<file path="src/rtl/tl_pkg.sv">
// Shared constants for the traffic-light controller: state encodings and
// light codes, used by the state sequencer and the output-encoding block.
package tl_pkg;

  // State encoding driven on Q2..Q0; all eight codes are live states.
  typedef enum logic [2:0] {
    S0 = 3'b000,  // A green
    S1 = 3'b001,  // A yellow
    S2 = 3'b010,  // A left
    S3 = 3'b011,  // A yellow
    S4 = 3'b100,  // B green
    S5 = 3'b101,  // B yellow
    S6 = 3'b110,  // B left
    S7 = 3'b111   // B yellow
  } tl_state_t;

  // Light codes produced downstream for La and Lb.
  localparam logic [1:0] GREEN  = 2'b00;
  localparam logic [1:0] YELLOW = 2'b01;
  localparam logic [1:0] LEFT   = 2'b10;
  localparam logic [1:0] RED    = 2'b11;

endpackage

</file>
<file path="src/rtl/tl_dwell_cnt.sv">
// Dwell timer for the traffic-light sequencer: counts cycles spent in the
// current state, clears synchronously on a state change and saturates at
// its all-ones value instead of wrapping.
module tl_dwell_cnt #(
  parameter int CNT_W = 8
) (
  input  logic             i_clk,
  input  logic             i_resetN,
  input  logic             i_clear,
  output logic [CNT_W-1:0] o_count
);

  logic [CNT_W-1:0] r_count;

  // Clear on a state change, otherwise count up and hold at the top value.
  always_ff @(posedge i_clk or negedge i_resetN) begin
    if (!i_resetN) begin
      r_count <= '0;
    end else if (i_clear) begin
      r_count <= '0;
    end else if (r_count != {CNT_W{1'b1}}) begin
      r_count <= r_count + CNT_W'(1);
    end
  end

  assign o_count = r_count;

endmodule

</file>
<file path="src/rtl/tl_state_seq.sv">
// Traffic-light state sequencer: 3-bit state register walking the fixed
// cycle S0..S7 under control of the dwell timer and the Ta/Tb sensors.
// Optional macro TL_LEFT_SKIP_EN adds La_req/Lb_req, which let the
// sequence bypass a left-turn state when no left turn is requested.
module tl_state_seq
  import tl_pkg::*;
#(
  parameter int CNT_W      = 8,
  parameter int GREEN_MIN  = 4,
  parameter int GREEN_MAX  = 16,
  parameter int YELLOW_CYC = 2,
  parameter int LEFT_CYC   = 3
) (
  input  logic clk,
  input  logic reset_n,
  input  logic Ta,
  input  logic Tb,
`ifdef TL_LEFT_SKIP_EN
  input  logic La_req,
  input  logic Lb_req,
`endif
  output logic Q2,
  output logic Q1,
  output logic Q0,
  output logic state_chg
);

  // Last counter values of each dwell, widened so they compare safely
  // against narrow counters.
  localparam logic [31:0] LP_GREEN_MIN_LAST = 32'(GREEN_MIN - 1);
  localparam logic [31:0] LP_GREEN_MAX_LAST = 32'(GREEN_MAX - 1);
  localparam logic [31:0] LP_YELLOW_LAST    = 32'(YELLOW_CYC - 1);
  localparam logic [31:0] LP_LEFT_LAST      = 32'(LEFT_CYC - 1);

  tl_state_t        r_state;
  logic             r_stateChg;
  tl_state_t        w_nextState;
  logic             w_leave;
  logic [CNT_W-1:0] w_cnt;
  logic [31:0]      w_cntWide;
  logic             w_greenMinMet;
  logic             w_greenMaxMet;

  tl_dwell_cnt #(
    .CNT_W(CNT_W)
  ) u_dwellCnt (
    .i_clk   (clk),
    .i_resetN(reset_n),
    .i_clear (w_leave),
    .o_count (w_cnt)
  );

  assign w_cntWide     = 32'(w_cnt);
  assign w_greenMinMet = (w_cntWide >= LP_GREEN_MIN_LAST);
  assign w_greenMaxMet = (w_cntWide >= LP_GREEN_MAX_LAST);

  // Decide whether the current state's dwell is over and where to go next.
  always_comb begin
    w_leave     = 1'b0;
    w_nextState = r_state;
    case (r_state)
      S0:             w_leave = Tb && w_greenMinMet && (!Ta || w_greenMaxMet);
      S4:             w_leave = w_greenMinMet && (!Tb || w_greenMaxMet);
      S1, S3, S5, S7: w_leave = (w_cntWide == LP_YELLOW_LAST);
      S2, S6:         w_leave = (w_cntWide == LP_LEFT_LAST);
      default:        w_leave = 1'b0;
    endcase
    if (w_leave) begin
      w_nextState = tl_state_t'(r_state + 3'd1);
`ifdef TL_LEFT_SKIP_EN
      if ((r_state == S1) && !La_req) begin
        w_nextState = S4;
      end
      if ((r_state == S5) && !Lb_req) begin
        w_nextState = S0;
      end
`endif
    end
  end

  // State register plus a pulse marking the first cycle of each new state.
  always_ff @(posedge clk or negedge reset_n) begin
    if (!reset_n) begin
      r_state    <= S0;
      r_stateChg <= 1'b0;
    end else begin
      r_state    <= w_nextState;
      r_stateChg <= w_leave;
    end
  end

  assign Q2        = r_state[2];
  assign Q1        = r_state[1];
  assign Q0        = r_state[0];
  assign state_chg = r_stateChg;

endmodule

</file>
<file path="config.mk">
export PLATFORM = sky130hd
export DESIGN_NAME = tl_state_seq
export DESIGN_NICKNAME = d
export VERILOG_FILES = /design/src/rtl/tl_pkg.sv /design/src/rtl/tl_dwell_cnt.sv /design/src/rtl/tl_state_seq.sv
export SDC_FILE = /design/constraint.sdc
export NUM_CORES = 1
export LEC_CHECK = 0
export BUFFER_PORTS_ARGS = -buffer_cell sky130_fd_sc_hd__buf_2
export CORE_UTILIZATION = 45
export DETAILED_ROUTE_END_ITERATION = 7
export SLEW_MARGIN = 20
export SYNTH_ARGS = -nofsm -noshare
export SYNTH_HDL_FRONTEND = slang
export SYNTH_SLANG_ARGS = --single-unit
export TNS_END_PERCENT = 100
</file>
<file path="constraint.sdc">
create_clock -name clk -period 4.9 [get_ports clk]
set_input_delay 0 -clock clk [delete_from_list [all_inputs] [get_ports clk]]
set_output_delay 0 -clock clk [all_outputs]
set_load 0.05 [all_outputs]
</file>
==> results by group <==
Outcome
  • Status: complete, no violations

Synth
  • Post-Syn Area per Cell: 9.70 sq um
  • Commonest cells post-synth: dfrtp_1, nand3_1, nor3_1
  • Synth top area cells: dfrtp_1, ha_1, nor4_4
  • Register area share after synthesis: 33.7%
  • Async SR Flop Fraction: 100%
  • Top-count cell post-synth: dfrtp_1
  • Cell count after synthesis: 92
  • Top_reg_cell synth: dfrtp_1
  • Cell Area, Synth: 892 sq um
  • Yosys top cell by area: dfrtp_1
  • Synthesized Nets: 103
  • Post-synth EDFFs: 0
  • Yosys cell types: 31
  • Post-synth top area share: 33.7%
  • Synth warnings: 0
  • #FFs+latches synth: 12

Setup path
  • Req. time, crit path: 5110 ps
  • Number of cells on the critical path: 6
  • Slowest-stage cell, CP: nor4_1
  • Crit-path leading delay family: simple AND/OR/NAND/NOR gates
  • Cell mode on critical path: ha_1
  • Worst path bufs/invs: 0
  • Arrival time worst endpoint: 2580 ps
  • Critical path type: reg -> reg
  • Worst R2R Path Depth: 6
  • Crit path capture type: flop
  • Crit path largest cell delay: 570 ps
  • Crit-path cells: ha_1 > ha_1 > nor4_1 > and3_1 > a22o_2 > o2111a_1
  • CP max FO: 12
  • Critical path launch point type: flop

Timing
  • Final WS setup: 2530 ps
  • Slew headroom: 58.4%
  • RSZ-0062 raised after global routing: no
  • Tcrit/Tclk final: 48.3%
  • Max-slew violations: 0
  • Peak Freq: 423 MHz
  • Final setup viols: 0
  • Setup TNS Final: 0 ps
  • Minimum clock period: 2370 ps
  • Fin. Hold Viols: 0
  • Hold_ws: 129 ps
  • Worst-margin pin slew: 618 ps
  • Clock skew: 5.83 ps

Clock network
  • Clock Tree Buf Depth: 2
  • CTS buffer count: 3
  • Clk Latency, worst-skew pair: 280 ps
  • Clk sinks: 12
  • Clock root cell: clkbuf_4
  • CTS resizes: 0
  • H-tree Lvls: 1
  • CTS tree: yes
  • Clk slew on worst S/H paths: 70 ps

Route
  • Drt first pass iters: 4
  • DRC violations left: 0
  • Antenna viol nets, final: 0
  • WL per Instance: 13.7 microns
  • Final wirelength: 1.75 mm
  • Detailed Route Iter0 Violations: 21
  • DR vias/cell: 5.73
  • Vias after detailed routing: 728

Cells and area
  • Finished Cell Area: 980 sq um
  • Syn-to-layout area delta: 9.82%
  • Share of cells above drive strength 1: 18.6%
  • Filler cells: 172
  • FF/Latch Area: 300 sq um
  • Final net count: 115
  • Multi-input combinational cell area: 558 sq um
  • # diodes: 0

Pwr
  • PwrDens: 642 nW/um^2
  • P_leak: 0.409 nW
  • Max VDD drop: 0.382 mV

GRT
  • Met1 global-route usage: 31.8%
  • Largest net degree at the start of global routing: 13
  • Most Used Layer, Global Route: met1
  • Vias in the first global route: 672
  • Initial antenna violation count: 0
  • Global-route wire length before repair: 3.15 mm
  • Total Routing Usage GR: 20.8%
  • Met2 usage: 27.2%
  • Overflow after GRT: 0
  • GR met3 Demand/Resource: 3.92%

Placement
  • PortBufs: 7
  • Pre-CTS setup slack: 2530 ps
  • Hpwl dp: 1.33 mm
  • Placer's final routability congestion estimate: 0.908
  • Area post-placement: 947 sq um

Run
  • Max cap viols: 0

Floorplanning
  • Die Area: 2160 sq um
  • Initial core utilization: 50.0%
  • IO Pins: 8
  • Die Ht: 46.5 microns
  • DIE WIDTH: 46.5 microns
  • Core footprint: 1780 sq um
  • FP Rows: 15

Hold path
  • Worst hold path class: in -> async
## per-stage QoR
| step | std cells | utilization, % | power (mW) |
|---|---|---|---|
| 2_1_floorplan | 92 | - | 0.499 |
| 3_3_place_gp | 123 | 53.1 | 0.570 |
| 3_5_place_dp | 123 | 53.1 | 0.569 |
| 4_1_cts | 127 | 54.9 | 0.634 |
| 5_1_grt | 127 | 54.9 | 0.686 |
| 6_report | 127 | 54.9 | 0.629 |
## power by group
group          switching [mW]  internal (mW)
sequential             0.0514          0.136
clock                  0.0318         0.0285
combinational           0.236          0.145
## path summary, 6_finish.rpt
path	from	slack, ps	end
min reg2reg	r_state[1]$_DFFE_PN0P_	660	r_state[1]$_DFFE_PN0P_
max reg2reg	r_state[0]$_DFFE_PN0P_	2530	r_state[0]$_DFFE_PN0P_
max	r_state[0]$_DFFE_PN0P_	2530	r_state[0]$_DFFE_PN0P_
min in group clk	Tb	220	r_state[1]$_DFFE_PN0P_
max in group asynchronous	reset_n	4550	r_state[2]$_DFFE_PN0P_
min	reset_n	130	u_dwellCnt.o_count[4]$_DFFE_PN0P_
## worst reg2reg max path, stage by stage (launching register included)
cell and delay [ps]:
dfrtp_1 440, ha_1 230, ha_1 180, nor4_1 570
and3_1 290, a22o_2 350, o2111a_1 240
## registers in the layout (all words and copies together) (netlist names)
register / count
r_state: 3
u_dwellCnt.o_count: 8
state_chg: 1
## routing by layer
layer,share of wire (%),up-vias,wire length [microns]
li1,-,370,-
met1,51,333,883
met2,43,20,745
met3,4.5,5,79
met4,2.1,0,36
met5,0,-,0
## kinds of logic (layout without fill, tap and decap cells)
family | Yosys count | after routing | synth area share (%)
flip-flops | 12 | 12 | 33.7
adder cells (fa/ha/maj) | 7 | 7 | 9.82
multiplexers | 3 | 3 | 3.37
XOR/XNOR | 1 | 1 | 0.982
buffers and inverters | 7 | 17 | 3.79
AO/OA/AOI/OAI | 19 | 19 | 16.8
AND/OR/NAND/NOR | 43 | 43 | 31.6
## layout make-up
cell class	instances	share of cell area [%]
repair buffers	8	4.60
well taps	25	3.19
inverters	6	2.30
clock buffers	3	2.30
flip-flops and latches	12	30.7
multi-input cells	73	57.0
## placed cells by master (no fill, tap or decap), types with 3 or more instances in the layout
| cell | count |
|---|---|
| nor4_4 | 3 |
| nor3_1 | 8 |
| buf_2 | 7 |
| nand3_1 | 10 |
| inv_1 | 6 |
| nor2_1 | 6 |
| mux2i_1 | 3 |
| clkbuf_4 | 3 |
| o21ai_0 | 5 |
| nand2_1 | 7 |
| dfrtp_1 | 12 |
| ha_1 | 7 |
## repair_timing
action | in CTS | in global routing
hold endpoints to repair | 12 | 0
setup buffers | 0 | 0
hold buffers | 1 | 0
No activity file was read; power rests on OpenSTA's default activity.
